--- config.mk ---
export PLATFORM = sky130hd
export DESIGN_NAME = tri_raster_scheduler
export DESIGN_NICKNAME = d
export VERILOG_FILES = /design/src/rtl/raster_pkg.sv /design/src/rtl/raster_track_fifo.sv /design/src/rtl/tri_raster_scheduler.sv
export SDC_FILE = /design/constraint.sdc
export NUM_CORES = 1
export LEC_CHECK = 0
export CORE_MARGIN = 2
export CORE_UTILIZATION = 45
export DETAILED_ROUTE_END_ITERATION = 10
export PLACE_DENSITY = 0.79
export SLEW_MARGIN = 20
export SYNTH_ARGS = -nofsm -noshare
export SYNTH_HDL_FRONTEND = slang
export SYNTH_HIERARCHICAL = 1
export SYNTH_SLANG_ARGS = --single-unit
export TNS_END_PERCENT = 20
--- constraint.sdc ---
create_clock -name clk_in -period 9.6 [get_ports clk_in]
set_clock_uncertainty 0.15 [all_clocks]
set_input_delay 1.92 -clock clk_in [delete_from_list [all_inputs] [get_ports clk_in]]
set_output_delay 1.92 -clock clk_in [all_outputs]
set_load 0.05 [all_outputs]
--- src/rtl/raster_pkg.sv ---
// Shared types and default sizing for the triangle raster scheduler.
//
// Contents:
//   DEF_* constants - default widths and the default interpolator latency.
//   raster_state_e  - scheduler FSM states (IDLE, SCAN, DRAIN).
//   tri_desc_t      - every field of one triangle descriptor.
//   track_ent_t     - one latency-tracker entry {v, px, py}.
//
// The struct field widths come from the DEF_* constants. A build that changes
// the top-level width parameters must change these constants to match.
package raster_pkg;

  localparam int DEF_XWIDTH     = 16;
  localparam int DEF_YWIDTH     = 16;
  localparam int DEF_VAL_WIDTH  = 16;
  localparam int DEF_AINV_WIDTH = 16;
  localparam int DEF_PIX_W      = 10;
  localparam int DEF_LATENCY    = 10;

  typedef enum logic [1:0] {
    IDLE  = 2'd0,
    SCAN  = 2'd1,
    DRAIN = 2'd2
  } raster_state_e;

  typedef struct packed {
    logic [DEF_PIX_W-1:0]        pxmin;
    logic [DEF_PIX_W-1:0]        pxmax;
    logic [DEF_PIX_W-1:0]        pymin;
    logic [DEF_PIX_W-1:0]        pymax;
    logic [DEF_XWIDTH-1:0]       x0;
    logic [DEF_YWIDTH-1:0]       y0;
    logic [DEF_XWIDTH-1:0]       dx;
    logic [DEF_YWIDTH-1:0]       dy;
    logic [DEF_AINV_WIDTH-1:0]   iarea;
    logic [3*DEF_XWIDTH-1:0]     xs;
    logic [3*DEF_YWIDTH-1:0]     ys;
    logic [3*DEF_VAL_WIDTH-1:0]  vals;
  } tri_desc_t;

  typedef struct packed {
    logic                 v;
    logic [DEF_PIX_W-1:0] px;
    logic [DEF_PIX_W-1:0] py;
  } track_ent_t;

endpackage

--- src/rtl/raster_track_fifo.sv ---
// Latency tracker: a DEPTH-deep shift register of {v, px, py} that travels in
// lock-step with the interpolator pipeline, so the tail entry always names the
// pixel whose result the interpolator is presenting right now.
//
// Ports:
//   clk, rst_n  - clock, synchronous active-low reset
//   shift_en    - advance one stage (low while the interpolator is frozen)
//   push_ent    - entry entering stage 0 on a shift (v=0 for a bubble)
//   tail_ent    - oldest entry, aligned with the interpolator output
//   any_valid   - some stage still holds a sample awaiting its result
module raster_track_fifo
  import raster_pkg::*;
#(
  parameter int DEPTH = DEF_LATENCY
) (
  input  logic       clk,
  input  logic       rst_n,
  input  logic       shift_en,
  input  track_ent_t push_ent,
  output track_ent_t tail_ent,
  output logic       any_valid
);

  track_ent_t stage_q [DEPTH];

  // NOTE: this array is a pipeline, not a RAM, so every stage is reset: stale
  // valid bits would otherwise be emitted as pixels and stall the drain check.
  always_ff @(posedge clk) begin
    if (!rst_n) begin
      for (int i = 0; i < DEPTH; i++) stage_q[i] <= '0;
    end else if (shift_en) begin
      stage_q[0] <= push_ent;
      for (int i = 1; i < DEPTH; i++) stage_q[i] <= stage_q[i-1];
    end
  end

  assign tail_ent = stage_q[DEPTH-1];

  always_comb begin
    any_valid = 1'b0;
    for (int i = 0; i < DEPTH; i++) any_valid = any_valid | stage_q[i].v;
  end

endmodule

--- src/rtl/tri_raster_scheduler.sv ---
// Triangle raster scheduler: walks one triangle's pixel bounding box at one
// sample per cycle, drives the barycentric interpolator's x/y inputs, tracks
// the interpolator's fixed latency to re-attach pixel coordinates to results,
// and emits in-triangle pixels on a valid/ready stream. Downstream backpressure
// becomes interpolator freeze, which also holds the whole scheduler.
//
// Ports:
//   clk_in, rst_n_in           - clock, synchronous active-low reset
//   tri_valid_in/tri_ready_out - descriptor handshake (ready only in IDLE)
//   tri_*_in                   - descriptor: bbox, start point, steps, vertex data
//   bi_x_out, bi_y_out         - sample position to the interpolator
//   bi_iarea/x_tri/y_tri/vals  - latched descriptor fields to the interpolator
//   bi_freeze_out, bi_rst_out  - interpolator freeze, active-high reset
//   bi_val_in, bi_valid_in     - interpolator result and in-triangle flag
//   pix_*                      - output pixel stream (valid/ready)
//   tri_done_out               - one-cycle pulse when a triangle has drained
//   busy_out                   - scheduler not idle
//
// Optional: define RASTER_PERF_CNT_EN to add saturating 32-bit counters
// perf_issued_out, perf_emitted_out and perf_stall_out.
module tri_raster_scheduler
  import raster_pkg::*;
#(
  parameter int XWIDTH     = DEF_XWIDTH,
  parameter int YWIDTH     = DEF_YWIDTH,
  parameter int VAL_WIDTH  = DEF_VAL_WIDTH,
  parameter int AINV_WIDTH = DEF_AINV_WIDTH,
  parameter int PIX_W      = DEF_PIX_W,
  parameter int LATENCY    = DEF_LATENCY
) (
  input  logic                   clk_in,
  input  logic                   rst_n_in,
  input  logic                   tri_valid_in,
  output logic                   tri_ready_out,
  input  logic [PIX_W-1:0]       tri_pxmin_in,
  input  logic [PIX_W-1:0]       tri_pxmax_in,
  input  logic [PIX_W-1:0]       tri_pymin_in,
  input  logic [PIX_W-1:0]       tri_pymax_in,
  input  logic [XWIDTH-1:0]      tri_x0_in,
  input  logic [YWIDTH-1:0]      tri_y0_in,
  input  logic [XWIDTH-1:0]      tri_dx_in,
  input  logic [YWIDTH-1:0]      tri_dy_in,
  input  logic [AINV_WIDTH-1:0]  tri_iarea_in,
  input  logic [3*XWIDTH-1:0]    tri_xs_in,
  input  logic [3*YWIDTH-1:0]    tri_ys_in,
  input  logic [3*VAL_WIDTH-1:0] tri_vals_in,
  output logic [XWIDTH-1:0]      bi_x_out,
  output logic [YWIDTH-1:0]      bi_y_out,
  output logic [AINV_WIDTH-1:0]  bi_iarea_out,
  output logic [3*XWIDTH-1:0]    bi_x_tri_out,
  output logic [3*YWIDTH-1:0]    bi_y_tri_out,
  output logic [3*VAL_WIDTH-1:0] bi_vals_out,
  output logic                   bi_freeze_out,
  output logic                   bi_rst_out,
  input  logic [VAL_WIDTH-1:0]   bi_val_in,
  input  logic                   bi_valid_in,
  output logic                   pix_valid_out,
  input  logic                   pix_ready_in,
  output logic [PIX_W-1:0]       pix_x_out,
  output logic [PIX_W-1:0]       pix_y_out,
  output logic [VAL_WIDTH-1:0]   pix_val_out,
  output logic                   tri_done_out,
  output logic                   busy_out
`ifdef RASTER_PERF_CNT_EN
  ,
  output logic [31:0]            perf_issued_out,
  output logic [31:0]            perf_emitted_out,
  output logic [31:0]            perf_stall_out
`endif
);

  raster_state_e state_q, state_d;
  tri_desc_t     desc_in;

  // Only the descriptor fields needed after acceptance are kept.
  logic [PIX_W-1:0]       pxmin_q, pxmax_q, pymax_q;
  logic [XWIDTH-1:0]      x0_q, dx_q;
  logic [YWIDTH-1:0]      dy_q;
  logic [AINV_WIDTH-1:0]  iarea_q;
  logic [3*XWIDTH-1:0]    xs_q;
  logic [3*YWIDTH-1:0]    ys_q;
  logic [3*VAL_WIDTH-1:0] vals_q;

  logic [PIX_W-1:0]  px_q, py_q;
  logic [XWIDTH-1:0] bi_x_q;
  logic [YWIDTH-1:0] bi_y_q;

  logic       accept, issue, freeze, pix_valid, any_valid;
  logic       last_px, last_py, bbox_empty;
  track_ent_t push_ent, tail_ent;

  assign desc_in = '{pxmin: tri_pxmin_in, pxmax: tri_pxmax_in,
                     pymin: tri_pymin_in, pymax: tri_pymax_in,
                     x0: tri_x0_in, y0: tri_y0_in, dx: tri_dx_in, dy: tri_dy_in,
                     iarea: tri_iarea_in, xs: tri_xs_in, ys: tri_ys_in,
                     vals: tri_vals_in};

  assign bbox_empty = (desc_in.pxmin > desc_in.pxmax) || (desc_in.pymin > desc_in.pymax);
  assign accept     = (state_q == IDLE) && tri_valid_in;
  assign last_px    = (px_q == pxmax_q);
  assign last_py    = (py_q == pymax_q);

  // Output side: a result is a pixel only if its tracker entry is a real
  // sample and the interpolator says it lies inside the triangle.
  assign pix_valid = tail_ent.v & bi_valid_in;
  assign freeze    = pix_valid & ~pix_ready_in;
  assign issue     = (state_q == SCAN) && !freeze;

  // ---------------------------------------------------------------- FSM
  // NOTE: state and datapath registers use non-blocking assignments so every
  // flop samples pre-edge values; the reset is synchronous, inside the clocked block.
  always_ff @(posedge clk_in) begin
    if (!rst_n_in) state_q <= IDLE;
    else           state_q <= state_d;
  end

  // NOTE: every signal driven here gets a default first, so no path leaves
  // one unassigned and no latch is inferred.
  always_comb begin
    state_d      = state_q;
    tri_done_out = 1'b0;
    unique case (state_q)
      IDLE:  if (tri_valid_in) state_d = bbox_empty ? DRAIN : SCAN;
      SCAN:  if (issue && last_px && last_py) state_d = DRAIN;
      DRAIN: if (!any_valid) begin
        tri_done_out = 1'b1;
        state_d      = IDLE;
      end
      default: state_d = IDLE;
    endcase
  end

  // ------------------------------------------------------- scan datapath
  always_ff @(posedge clk_in) begin
    if (!rst_n_in) begin
      pxmin_q <= '0;
      pxmax_q <= '0;
      pymax_q <= '0;
      x0_q    <= '0;
      dx_q    <= '0;
      dy_q    <= '0;
      iarea_q <= '0;
      xs_q    <= '0;
      ys_q    <= '0;
      vals_q  <= '0;
      px_q    <= '0;
      py_q    <= '0;
      bi_x_q  <= '0;
      bi_y_q  <= '0;
    end else if (accept) begin
      pxmin_q <= desc_in.pxmin;
      pxmax_q <= desc_in.pxmax;
      pymax_q <= desc_in.pymax;
      x0_q    <= desc_in.x0;
      dx_q    <= desc_in.dx;
      dy_q    <= desc_in.dy;
      iarea_q <= desc_in.iarea;
      xs_q    <= desc_in.xs;
      ys_q    <= desc_in.ys;
      vals_q  <= desc_in.vals;
      px_q    <= desc_in.pxmin;
      py_q    <= desc_in.pymin;
      bi_x_q  <= desc_in.x0;
      bi_y_q  <= desc_in.y0;
    end else if (issue) begin
      // On the final pixel nothing moves, so counters never pass the bounds.
      if (!last_px) begin
        px_q   <= px_q + 1'b1;
        bi_x_q <= bi_x_q + dx_q;
      end else if (!last_py) begin
        px_q   <= pxmin_q;
        bi_x_q <= x0_q;
        py_q   <= py_q + 1'b1;
        bi_y_q <= bi_y_q + dy_q;
      end
    end
  end

  // ------------------------------------------------------------- tracker
  // Every unfrozen cycle pushes one entry: the sample being presented during
  // SCAN, a bubble otherwise, keeping the tracker aligned with the pipeline.
  always_comb begin
    push_ent = '0;
    if (issue) push_ent = '{v: 1'b1, px: px_q, py: py_q};
  end

  raster_track_fifo #(
    .DEPTH(LATENCY)
  ) u_track (
    .clk      (clk_in),
    .rst_n    (rst_n_in),
    .shift_en (!freeze),
    .push_ent (push_ent),
    .tail_ent (tail_ent),
    .any_valid(any_valid)
  );

  // ------------------------------------------------------------- outputs
  assign tri_ready_out = (state_q == IDLE);
  assign busy_out      = (state_q != IDLE);
  assign bi_x_out      = bi_x_q;
  assign bi_y_out      = bi_y_q;
  assign bi_iarea_out  = iarea_q;
  assign bi_x_tri_out  = xs_q;
  assign bi_y_tri_out  = ys_q;
  assign bi_vals_out   = vals_q;
  assign bi_freeze_out = freeze;
  assign bi_rst_out    = !rst_n_in;
  assign pix_valid_out = pix_valid;
  assign pix_x_out     = tail_ent.px;
  assign pix_y_out     = tail_ent.py;
  assign pix_val_out   = bi_val_in;

`ifdef RASTER_PERF_CNT_EN
  // Saturating event counters; they survive across triangles and clear only on reset.
  logic [31:0] perf_issued_q, perf_emitted_q, perf_stall_q;

  always_ff @(posedge clk_in) begin
    if (!rst_n_in) begin
      perf_issued_q  <= '0;
      perf_emitted_q <= '0;
      perf_stall_q   <= '0;
    end else begin
      if (issue && (perf_issued_q != '1))
        perf_issued_q <= perf_issued_q + 1'b1;
      if (pix_valid && pix_ready_in && (perf_emitted_q != '1))
        perf_emitted_q <= perf_emitted_q + 1'b1;
      if (freeze && (perf_stall_q != '1))
        perf_stall_q <= perf_stall_q + 1'b1;
    end
  end

  assign perf_issued_out  = perf_issued_q;
  assign perf_emitted_out = perf_emitted_q;
  assign perf_stall_out   = perf_stall_q;
`endif

endmodule
# After elaboration in Yosys (flattened, before gate mapping)
# Memories as Yosys holds them, arrays and structs flattened.
# Index checks and enable logic that the tools add are counted.
dict set report totals {
  memories 1
  input_bits 285
  register_bits 292
  ram_bits 210
  elab_cells 105
  output_inout_bits 234
}
# name words width rd rd_clocked_by_memory_dff write_ports line
set mem_list {}
lappend mem_list {u_track.stage_q 10 21 10 0 10 raster_track_fifo.sv:24} ;# track_ent_t stage_q [DEPTH];
dict set report op_classes {
  magnitude_cmp 2
  mux 38
  n_eq_ne 9
  add_sub_neg 4
  bitwise_logic 22
  n_reduce_logical 14
}
# op count
set ops {}
lappend ops {{$mux 21} 11}
lappend ops {{$mux 16} 8}
lappend ops {{$mux 10} 8}
lappend ops {{$add 16x16->16} 2}
lappend ops {{$add 10x1->10 const B} 2}
lappend ops {{$eq 10x10->1} 2}
lappend ops {{$gt 10x10->1} 2}
lappend ops {{$or 1x1->1} 19}
lappend ops {{$mux 2} 4}
lappend ops {{$mux 1} 6}
lappend ops {{$ne 2x2->1 const B} 3}
lappend ops {{$pmux 2 s3} 1}
lappend ops {{$reduce_and 3->1} 2}
lappend ops {{$reduce_bool 2->1} 3}
lappend ops {{$logic_and 1x1->1} 4}
lappend ops {{$ne 3x3->1 const B} 1}
lappend ops {{$and 1x1->1} 2}
lappend ops {{$eq 2x1->1 const B} 1}
lappend ops {{$eq 2x2->1 const B} 1}
lappend ops {{$logic_not 1->1} 2}
lappend ops {{$logic_not 2->1} 1}
lappend ops {{$ne 2x1->1 const B} 1}
lappend ops {{$reduce_and 2->1} 1}
lappend ops {{$logic_or 1x1->1} 1}
lappend ops {{$not 1->1} 1}

# Depth between registers and ports, before layout
# Gate-level depths: netlist (run 1).
dict set report logic_depth {
  depth_word 11
  ltp_mapped 10
  mapped_depth_nobuf 10
}

# By module
# The synthesis (run 1) kept the hierarchy.
# module instances cells_each area_each_um2 seq_area_each_um2
set by_module_without_submodules {}
lappend by_module_without_submodules {tri_raster_scheduler 1 1718 13183.9 5845.6}
lappend by_module_without_submodules {raster_track_fifo 1 492 8161.6 6306.0}

# Worst setup path after synthesis (run 1)
# Ideal clock, no wire load.
dict set report synth_timing {
  path_kind {input to register}
  from {in pix_ready_in}
  to {mem u_track/stage_q[0][0] in the netlist's numbering (enable)}
  setup_slack_ps 1465
  path_stages 3
  arrival_ps 7377
  setup_ps 608
  cell_sequence {nand3b_1 buf_2 nand2b_1}
}
# item line
set synth_lines {}
lappend synth_lines {{from (decl)} tri_raster_scheduler.sv:58} ;# input logic pix_ready_in,
lappend synth_lines {{to (decl)} raster_track_fifo.sv:24}

# Worst setup path after layout (run 1)
dict set report layout_timing {
  from {in rst_n_in}
  to {out bi_rst_out}
}
dict set report layout_via {
  elab_chain_len 1
}
# item line
set layout_lines {}
lappend layout_lines {{from (decl)} tri_raster_scheduler.sv:32} ;# input logic rst_n_in,
lappend layout_lines {{$logic_not 1->1} tri_raster_scheduler.sv:208} ;# assign bi_rst_out = !rst_n_in;
lappend layout_lines {{to (decl)} tri_raster_scheduler.sv:54} ;# output logic bi_rst_out,
# No other way between the ends.

==> flow_summary.yaml, run 1 <==
status:
  run_status: "finished with violations"
  violations: "DRC"
synthesis:
  syn_nets: 2549
  syn-instance-count: 2210
  netlist_area_um2: 21300
  synth_top_flop_cell: "sky130_fd_sc_hd__dfxtp_1"
  synth-async-reset-ratio_pct: 0
  yosys_register_bits: 502
  synthesis.yosys.warnings: 6
  synth.yosys.seq_area_share_pct: 56.9
  synth_cell_type_count: 65
  synth_area_per_cell_um2: 9.66
  number_of_enable_type_register_cells_in_the_synthesized_netlist: 210
cts:
  cts_tree: "built"
  hold_fix_buffers_at_cts: 0
  clock-sinks: 502
  num_cts_buffers: 52
  clock_tree.htree_level_count: 2
  number_of_setup_buffers_added_after_cts: 0
  path_clk_slew_ns: 0.06
  cts.repair.resized: 0
  cts-root-buf: "sky130_fd_sc_hd__clkbuf_16"
  clk_path_buf_depth: 3
  clock_latency_late_sink_ns: 0.59
global_route:
  grt_first_pass_wirelength_um: 91900
  antenna_found_initial: 6
  grtUsageTotal_pct: 23.1
  globalRoute.totalOverflow: 0
  number_of_global_route_vias_before_repair: 17129
  grt_start_max_net_pins: 152
placed_design:
  place.port_buffers: 486
  dp_hpwl_um: 39200
  placement.cell_area_um2: 26100
  placement.setup.worst_slack_ns: 3.33
  routabilityCongestion: 0.955
route:
  via_count: 17505
  drcViolationCount: 7
  drtAntennaViolNets: 0
  met3WireLength_um: 5190
  dr.first_iter.drc_count: 1465
  detail_route.wl_per_cell_um: 18.2
  drt_pass1_iterations: 8
  avgViaCountPerCell: 5.43
  totalWireLength_um: 58600
  met2_length_um: 28500
  detail_route.wirelength.met1_um: 22600
  route.top_layer_used: "met5"
flow_run:
  maxCapViolations: 0
worst_setup_path:
  r2r_slack_ns: 5.15
  start_to_end_type_of_the_worst_setup_path: "in2out"
  worst_setup_path_start_kind: "input pin"
  arrival_ns: 3.78
  timing.critical_path.buf_inv: 3
  critical_path.max_stage_delay_ns: 0.82
  crit_path_end_kind: "output pin"
  crit_family: "buffers and inverters"
  slowest_stage: "sky130_fd_sc_hd__clkdlybuf4s50_1"
  timing.critical_path.required_ns: 7.53
  crit_path_max_fanout: 144
  cp_cell_sequence: "buf_6 -> inv_8 -> clkdlybuf4s50_1"
pwr:
  cellPowerDensity_nw_per_um2: 198
  vdd_drop_max_uv: 127
  total_leakage_power_nw: 11.6
sta:
  layout_worst_path_cycle_share_pct: 61.0
  worst_pin_slew_ns: 1.09
  timing.final.crit_period_ns: 5.85
  fin_setup_tns_ns: 0
  drv_slew: 0
  fmaxAchievable_mhz: 171
  post-route-worst-setup-slack_ns: 3.75
  timing.final.setup_violations: 0
  unrepaired_setup_endpoints_after_global_routing: "false"
  relSlewSlack_pct: 27.6
  final-hold-violation-count: 0
finish:
  syn2layout_area_growth_pct: 30.3
  most_used_cells_in_the_layout_excluding_fill_and_tap_cells: "sky130_fd_sc_hd__nand2_1, sky130_fd_sc_hd__clkdlybuf4s50_1, sky130_fd_sc_hd__a21oi_1"
  layout_commonest_cell: "sky130_fd_sc_hd__nand2_1"
  nNetsFinal: 2913
  seq_area_um2: 12200
  multiInputGateArea_um2: 8010
  fillers: 3872
  utilization_pct: 59.6
  stdcell_area_um2: 27800
  final_layout_size_suffix_gt1_share_pct: 4.05
floorplan:
  initial_core_util_pct: 45.8
  die_area_um2: 49200
  design.portCount: 519
  chipHeight_um: 222
  core_area_um2: 46700
  core.rowCount: 79
  fp.dieW_um: 222
min_path:
  min-delay-path-class: "reg2reg"
[cell families (layout without fill, tap and decap cells)]
| kind of cell | after synthesis | count (layout) | synth area share [%] |
|---|---|---|---|
| AND/OR/NAND/NOR | 904 | 904 | 19.6 |
| flip-flops | 502 | 502 | 56.9 |
| AO/OA/AOI/OAI | 458 | 458 | 12.0 |
| buffers and inverters | 232 | 637 | 5.64 |
| adder cells (fa/ha/maj) | 54 | 54 | 3.24 |
| XOR/XNOR | 54 | 54 | 2.22 |
| multiplexers | 6 | 6 | 0.281 |
| other | 0 | 2 | 0 |
[worst paths after layout]
check | startpoint | end | cells past startpoint
min | bi_y_tri_out[19]$_SDFFE_PN0P_ | bi_y_tri_out[19]$_SDFFE_PN0P_ | 2
max | rst_n_in | bi_rst_out | 3
max reg2reg | u_track/stage_q[0][209]$_SDFFCE_PN0P_ | bi_y_out[4]$_SDFFE_PN0P_ | 8
min reg2reg | bi_y_tri_out[19]$_SDFFE_PN0P_ | bi_y_tri_out[19]$_SDFFE_PN0P_ | 2
[area by class of cell]
cell class	count	area share, %
Timing Repair Buffer	501	18.1
Tap cell	607	2.73
Multi-Input combinational cell	1476	28.8
Clock inverter	15	0.544
Antenna cell	2	0.0180
Clock buffer	80	5.60
Sequential cell	502	43.7
Inverter	41	0.580
[through the flow]
step / hold WS [ns] / cells / power [mW]
6_report: 0.302 / 3224 / 5.52
5_1_grt: 0.317 / 3224 / 5.74
4_1_cts: 0.304 / 3220 / 5.55
3_5_place_dp: 0.296 / 3125 / 3.54
3_3_place_gp: 0.288 / 3125 / 3.51
2_1_floorplan: 0.283 / 2210 / 3.15
[where the power goes]
group,total (mW),internal (mW),switching (mW)
clock,2.01,1.19,0.814
sequential,2.42,2.33,0.0899
combinational,1.10,0.400,0.698
[tightest hold or removal path, cell delays in order, from the launching register on]
cell                      delay, ns
sky130_fd_sc_hd__dfxtp_1       0.30
sky130_fd_sc_hd__nand2_1       0.05
sky130_fd_sc_hd__a21oi_1       0.05
[flip-flops by register name, indices dropped and copies added (netlist names)]
signal,count
bi_y_tri_out,48
pxmin_q,10
u_track/stage_q,210
dx_q,16
pymax_q,10
pxmax_q,10
dy_q,16
bi_vals_out,48
x0_q,16
bi_iarea_out,16
bi_y_out,16
px_q,10
bi_x_out,16
state_q,2
py_q,10
bi_x_tri_out,48
[layer usage]
metal | track usage (%) | up-vias
met5 | 0 | -
li1 | - | 8360
met4 | 9.42 | 8
met2 | 38.9 | 733
met3 | 6.75 | 151
met1 | 27.9 | 8253
[Yosys cell counts (5+ instances only)]
cell | count | area, µm²
sky130_fd_sc_hd__xnor2_1 | 42 | 368
sky130_fd_sc_hd__o221ai_1 | 5 | 43.8
sky130_fd_sc_hd__nand3_1 | 23 | 115
sky130_fd_sc_hd__a211oi_1 | 8 | 60.1
sky130_fd_sc_hd__or3_1 | 6 | 37.5
sky130_fd_sc_hd__nand2b_1 | 5 | 31.3
sky130_fd_sc_hd__a31oi_1 | 12 | 75.1
sky130_fd_sc_hd__o211ai_1 | 8 | 60.1
sky130_fd_sc_hd__xor2_1 | 12 | 105
sky130_fd_sc_hd__and2_1 | 21 | 131
sky130_fd_sc_hd__a21o_1 | 10 | 75.1
sky130_fd_sc_hd__clkbuf_1 | 96 | 360
sky130_fd_sc_hd__a311oi_1 | 5 | 43.8
sky130_fd_sc_hd__nor3_1 | 10 | 50.1
sky130_fd_sc_hd__ha_1 | 52 | 651
sky130_fd_sc_hd__o21a_1 | 8 | 60.1
sky130_fd_sc_hd__buf_4 | 38 | 285
sky130_fd_sc_hd__edfxtp_1 | 210 | 6310
sky130_fd_sc_hd__buf_1 | 9 | 33.8
sky130_fd_sc_hd__nor2b_1 | 5 | 31.3
sky130_fd_sc_hd__nand2_1 | 546 | 2050
sky130_fd_sc_hd__and3_1 | 217 | 1360
sky130_fd_sc_hd__nor4_1 | 5 | 31.3
sky130_fd_sc_hd__nor2_1 | 41 | 154
sky130_fd_sc_hd__buf_6 | 21 | 236
sky130_fd_sc_hd__dfxtp_1 | 292 | 5850
sky130_fd_sc_hd__a21oi_1 | 309 | 1550
sky130_fd_sc_hd__nand4_1 | 12 | 75.1
sky130_fd_sc_hd__buf_2 | 27 | 135
sky130_fd_sc_hd__mux2i_1 | 6 | 60.1
sky130_fd_sc_hd__inv_1 | 40 | 150
sky130_fd_sc_hd__o22ai_1 | 8 | 50.1
sky130_fd_sc_hd__o21ai_0 | 49 | 245
No activity file was read; power rests on OpenSTA's default activity.
==> run 2, diff against run 1 <==
==> constraint.sdc (replaced) <==
create_clock -name clk_in -period 5.4 [get_ports clk_in]
set_clock_uncertainty 0.15 [all_clocks]
set_input_delay 1.08 -clock clk_in [delete_from_list [all_inputs] [get_ports clk_in]]
set_output_delay 1.08 -clock clk_in [all_outputs]
set_load 0.05 [all_outputs]
==> flow_summary.yaml, run 2 (synthesis gave the netlist of run 1 again) <==
finish:
  syn2layout_area_growth_pct: 30.3
  layout_commonest_cell: "sky130_fd_sc_hd__nand2_1"
  largest_reg_flops: 210
  most_used_cells_in_the_layout_excluding_fill_and_tap_cells: "sky130_fd_sc_hd__nand2_1, sky130_fd_sc_hd__clkdlybuf4s50_1, sky130_fd_sc_hd__a21oi_1"
  final_layout_size_suffix_gt1_share_pct: 4.08
  utilization_pct: 59.6
  nNetsFinal: 2921
  fin_cells: 3232
  most_flop_heavy_register: "u_track/stage_q"
cts:
  path_clk_slew_ns: 0.06
  clock_tree.htree_level_count: 2
  clk_path_buf_depth: 3
  num_cts_buffers: 52
  number_of_setup_buffers_added_after_cts: 0
  cts.repair.resized: 0
  clock-sinks: 502
  clock_latency_late_sink_ns: 0.61
  hold_fix_buffers_at_cts: 0
  cts_tree: "built"
  cts-root-buf: "sky130_fd_sc_hd__clkbuf_16"
worst_setup_path:
  start_to_end_type_of_the_worst_setup_path: "reg2out"
  crit_path_end_kind: "output pin"
  r2r-end: "bi_y_out[4]$_SDFFE_PN0P_"
  reg2reg_from: "u_track/stage_q[0][209]$_SDFFCE_PN0P_"
  worst-r2r-cell-count: 8
  timing.critical_path.required_ns: 4.17
  arrival_ns: 2.96
  r2r_slack_ns: 2.24
  crit_path_max_fanout: 3
  worst_setup_path_start_kind: "flop"
floorplan:
  chipHeight_um: 222
  core.rowCount: 79
  die_area_um2: 49200
  initial_core_util_pct: 45.8
  core_area_um2: 46700
  fp.dieW_um: 222
  design.portCount: 519
sta:
  final-hold-violation-count: 0
  unrepaired_setup_endpoints_after_global_routing: "false"
  layout_worst_path_cycle_share_pct: 77.6
  relSlewSlack_pct: 34.9
  timing.final.crit_period_ns: 4.19
  timing.final.setup_violations: 0
  worst_pin_slew_ns: 0.977
  drv_slew: 0
  fin_setup_tns_ns: 0
  post-route-worst-setup-slack_ns: 1.21
  fmaxAchievable_mhz: 239
global_route:
  grt_start_max_net_pins: 214
  grtUsageTotal_pct: 23.2
  antenna_found_initial: 7
  grt_first_pass_wirelength_um: 91600
  number_of_global_route_vias_before_repair: 17032
  globalRoute.totalOverflow: 0
min_path:
  worst_hold_path.num_cells: 2
  timing.hold.worst.start: "bi_vals_out[46]$_SDFFE_PN0P_"
  timing.hold.worst_endpoint: "bi_vals_out[46]$_SDFFE_PN0P_"
  min-delay-path-class: "reg2reg"
status:
  run_status: "finished with violations"
  violations: "DRC"
pwr:
  vdd_drop_max_uv: 290
  p_total_mw: 9.72
  cellPowerDensity_nw_per_um2: 349
  total_leakage_power_nw: 11.6
route:
  totalWireLength_um: 59100
  drt_pass1_iterations: 8
  via_count: 17460
  avgViaCountPerCell: 5.40
  drtAntennaViolNets: 0
  dr.first_iter.drc_count: 1604
  drcViolationCount: 8
  detail_route.wl_per_cell_um: 18.3
placed_design:
  place.port_buffers: 486
  dp_cells: 3135
  placement.setup.worst_slack_ns: 1.27
  dp_hpwl_um: 40300
  routabilityCongestion: 0.971
flow_run:
  maxCapViolations: 0
## run 2: cell count changes in the layout (fill, tap and decap cells not counted), moves of 2 or more
cell | before | now
sky130_fd_sc_hd__clkinv_2 | 9 | 6
sky130_fd_sc_hd__buf_4 | 12 | 18
sky130_fd_sc_hd__clkbuf_8 | 13 | 7
sky130_fd_sc_hd__clkinv_1 | 2 | 8
sky130_fd_sc_hd__buf_12 | 2 | 5
sky130_fd_sc_hd__bufinv_16 | 3 | 1
## run 2: layer usage
layer  track usage (%)  share of wire, %  wire length (µm)  up-vias
met5                 0              0.10                60        -
met1              27.9                39             23400     8247
met2              38.7                48             28300      677
met3              6.29               8.1              4800      154
met4              11.0               4.4              2590        8
li1                  -                 -                 -     8374
## run 2: power by group
group	switching (mW)	total, mW	internal, mW
logic	1.25	1.96	0.717
clock network	1.49	3.46	1.97
registers	0.160	4.29	4.13
total	2.90	9.72	6.82
## run 2: metrics by stage
stage | hold slack [ns] | cell area [µm²]
after global routing | 0.322 | 27800
after CTS | 0.304 | 27800
final | 0.303 | 27800
after floorplan | 0.283 | 21300
after detailed placement | 0.296 | 26200
after global placement | 0.288 | 26200
## run 2: area by class of cell
cell class / instances / area (µm²)
Multi-Input combinational cell: 1476 / 8010
Antenna cell: 3 / 7.51
Tap cell: 607 / 759
Sequential cell: 502 / 12200
Fill cell: 3815 / 18800
Timing Repair Buffer: 509 / 5100
Clock inverter: 19 / 135
Clock buffer: 75 / 1500
Inverter: 41 / 161
## run 2: worst max path at each step
stage	from	endpoint	slack [ns]	cells past startpoint
2_1_floorplan	pix_ready_in	u_track/stage_q[0][0]$_SDFFCE_PN0P_	0.63	3
3_3_place_gp	pix_ready_in	bi_y_out[14]$_SDFFE_PN0P_	1.30	8
3_5_place_dp	pix_ready_in	bi_y_out[4]$_SDFFE_PN0P_	1.27	9
4_1_cts	u_track/stage_q[0][125]$_SDFFCE_PN0P_	tri_done_out	1.22	4
5_1_grt	u_track/stage_q[0][146]$_SDFFCE_PN0P_	tri_done_out	1.07	4
6_report	u_track/stage_q[0][125]$_SDFFCE_PN0P_	tri_done_out	1.21	4
## run 2: critical path, cell delays in order (launching register included)
cell and delay, ns:
sky130_fd_sc_hd__edfxtp_1 0.38, sky130_fd_sc_hd__nor4_1 0.38, sky130_fd_sc_hd__nand3_1 0.27, sky130_fd_sc_hd__nor3b_1 0.27, sky130_fd_sc_hd__clkdlybuf4s50_1 1.06
==> run 3, diff against run 2 <==
--- a/config.mk
+++ b/config.mk
@@ -8,7 +8,7 @@
 export CORE_MARGIN = 2
 export CORE_UTILIZATION = 45
 export DETAILED_ROUTE_END_ITERATION = 10
-export PLACE_DENSITY = 0.79
+export PLACE_DENSITY = 0.82
 export SLEW_MARGIN = 20
 export SYNTH_ARGS = -nofsm -noshare
 export SYNTH_HDL_FRONTEND = slang
==> constraint.sdc (replaced) <==
create_clock -name clk_in -period 3.6 [get_ports clk_in]
set_clock_uncertainty 0.15 [all_clocks]
set_input_delay 0.72 -clock clk_in [delete_from_list [all_inputs] [get_ports clk_in]]
set_output_delay 0.72 -clock clk_in [all_outputs]
set_load 0.05 [all_outputs]
==> flow_summary.yaml, run 3 (synthesis gave the netlist of run 1 again) <==
global_route:
  globalRoute.totalOverflow: 0
  grt_start_max_net_pins: 137
  grt_first_pass_wirelength_um: 92600
  grtUsageTotal_pct: 23.5
  number_of_global_route_vias_before_repair: 17139
  antenna_found_initial: 4
pwr:
  total_leakage_power_nw: 11.7
  internal_power_mw: 10.4
  vdd_drop_max_uv: 361
  power_switching_mw: 4.34
  clock_power_share_pct: 35.8
  power.share.switching_pct: 29.5
  combinationalPowerShare_pct: 20.3
  register_share_of_total_power_pct: 43.8
  cellPowerDensity_nw_per_um2: 525
sta:
  relSlewSlack_pct: 39.4
  final-hold-violation-count: 0
  unrepaired_setup_endpoints_after_global_routing: "false"
  timing.final.setup_violations: 0
  drv_slew: 0
  layout_worst_path_cycle_share_pct: 90.0
  timing.final.crit_period_ns: 3.24
  fin_setup_tns_ns: 0
  worst_pin_slew_ns: 0.909
  worst_hold_slack_ns: 0.303
  fmaxAchievable_mhz: 309
finish:
  seq_area_um2: 12200
  final_layout_size_suffix_gt1_share_pct: 4.70
  fillers: 3803
  nNetsFinal: 2933
  fin_cells: 3248
  most_used_cells_in_the_layout_excluding_fill_and_tap_cells: "sky130_fd_sc_hd__nand2_1, sky130_fd_sc_hd__clkdlybuf4s50_1, sky130_fd_sc_hd__a21oi_1"
  layout_commonest_cell: "sky130_fd_sc_hd__nand2_1"
  largest_reg_flops: 210
  syn2layout_area_growth_pct: 31.2
  most_flop_heavy_register: "u_track/stage_q"
  multiInputGateArea_um2: 8010
worst_setup_path:
  crit_path_max_fanout: 8
  cp_cell_sequence: "nor2_1 -> inv_1 -> clkdlybuf4s50_1"
  timing.critical_path.required_ns: 2.73
  slowest_stage: "sky130_fd_sc_hd__clkdlybuf4s50_1"
  critical_path.max_stage_delay_ns: 0.77
  crit_path_end_kind: "output pin"
  timing.critical_path.buf_inv: 2
  start_to_end_type_of_the_worst_setup_path: "reg2out"
  crit_family: "buffers and inverters"
  arrival_ns: 2.37
  worst_setup_path_start_kind: "flop"
route:
  detail_route.wl_per_cell_um: 18.5
  drt_pass1_iterations: 11
  avgViaCountPerCell: 5.41
  dr.first_iter.drc_count: 1636
  via_count: 17558
  drtAntennaViolNets: 0
  drcViolationCount: 16
  totalWireLength_um: 60200
flow_run:
  maxCapViolations: 0
floorplan:
  fp.dieW_um: 222
  chipHeight_um: 222
  initial_core_util_pct: 45.8
  die_area_um2: 49200
  core.rowCount: 79
  core_area_um2: 46700
  design.portCount: 519
status:
  run_status: "finished with violations"
  violations: "DRC"
cts:
  num_cts_buffers: 52
  cts_tree: "built"
  clock_tree.htree_level_count: 2
  cts.repair.resized: 0
  path_clk_slew_ns: 0.06
  clk_path_buf_depth: 3
  cts-root-buf: "sky130_fd_sc_hd__clkbuf_16"
  clock-sinks: 502
  number_of_setup_buffers_added_after_cts: 0
  hold_fix_buffers_at_cts: 0
  clock_latency_late_sink_ns: 0.59
placed_design:
  routabilityCongestion: 0.973
  dp_cells: 3147
  dp_hpwl_um: 41600
  place.port_buffers: 486
min_path:
  min-delay-path-class: "reg2reg"
[run 3: cell count changes in the layout (fill, tap and decap cells not counted), moves of 2 or more]
cell / previous run / this run
sky130_fd_sc_hd__buf_4: 18 / 27
sky130_fd_sc_hd__buf_12: 5 / 11
sky130_fd_sc_hd__inv_6: 0 / 3
sky130_fd_sc_hd__clkdlybuf4s50_1: 485 / 482
sky130_fd_sc_hd__clkbuf_8: 7 / 3
sky130_fd_sc_hd__clkbuf_1: 14 / 16
sky130_fd_sc_hd__clkinv_1: 8 / 6
sky130_fd_sc_hd__bufinv_16: 1 / 4
sky130_fd_sc_hd__diode_2: 3 / 5
[run 3: through the flow]
stage                     instance area, µm²  total power [mW]  util, %  setup WS (ns)
final                                  28000              14.7     60.0          0.359
after global routing                   28000              15.3     60.0          0.254
after CTS                              28000              14.8     60.0          0.329
after detailed placement               26300              9.51     56.5          0.511
after global placement                 26300              9.44     56.5          0.561
after floorplan                        21400              8.40        -          0.424
[run 3: cell type report]
type	instances	area share, %
Clock inverter	24	0.835
Clock buffer	72	5.10
Sequential cell	502	43.4
Tap cell	607	2.71
Antenna cell	5	0.0447
Multi-Input combinational cell	1476	28.6
Inverter	41	0.576
Timing Repair Buffer	521	18.8
[run 3: worst reg2reg max path, stage by stage (launching register included)]
cell and delay [ns]:
sky130_fd_sc_hd__dfxtp_1 0.55, sky130_fd_sc_hd__xnor2_1 0.17, sky130_fd_sc_hd__nand2_1 0.13, sky130_fd_sc_hd__nor4_4 0.57, sky130_fd_sc_hd__nand2_1 0.47, sky130_fd_sc_hd__nor4_1 0.54
sky130_fd_sc_hd__xnor2_1 0.12, sky130_fd_sc_hd__a211oi_1 0.22
[run 3: final timing paths]
kind	depth (start not counted)	slack, ns	start	to
worst max-delay path	3	0.36	state_q[1]$_SDFFE_PN0P_	busy_out
worst min register to register	2	0.30	bi_y_tri_out[29]$_SDFFE_PN0P_	bi_y_tri_out[29]$_SDFFE_PN0P_
worst min-delay path	2	0.30	bi_y_tri_out[29]$_SDFFE_PN0P_	bi_y_tri_out[29]$_SDFFE_PN0P_
worst max register to register	7	0.59	px_q[2]$_SDFFE_PN0P_	py_q[9]$_SDFFE_PN0P_
[run 3: routing by layer]
metal | vias to the layer above | track usage, % | part of all wire [%]
met3 | 174 | 6.35 | 8.2
met2 | 694 | 39.2 | 48
met5 | - | 0 | 0.018
met1 | 8291 | 28.6 | 40
met4 | 2 | 10.1 | 4.3
li1 | 8397 | - | -
[run 3: power by group through the flow]
stage,sequential [mW],combinational [mW],clock [mW]
after detailed placement,6.56,2.95,0
final,6.45,2.99,5.27
after global routing,6.48,3.18,5.60
after global placement,6.55,2.90,0
after floorplan,7.17,1.23,0
after CTS,6.44,2.97,5.36
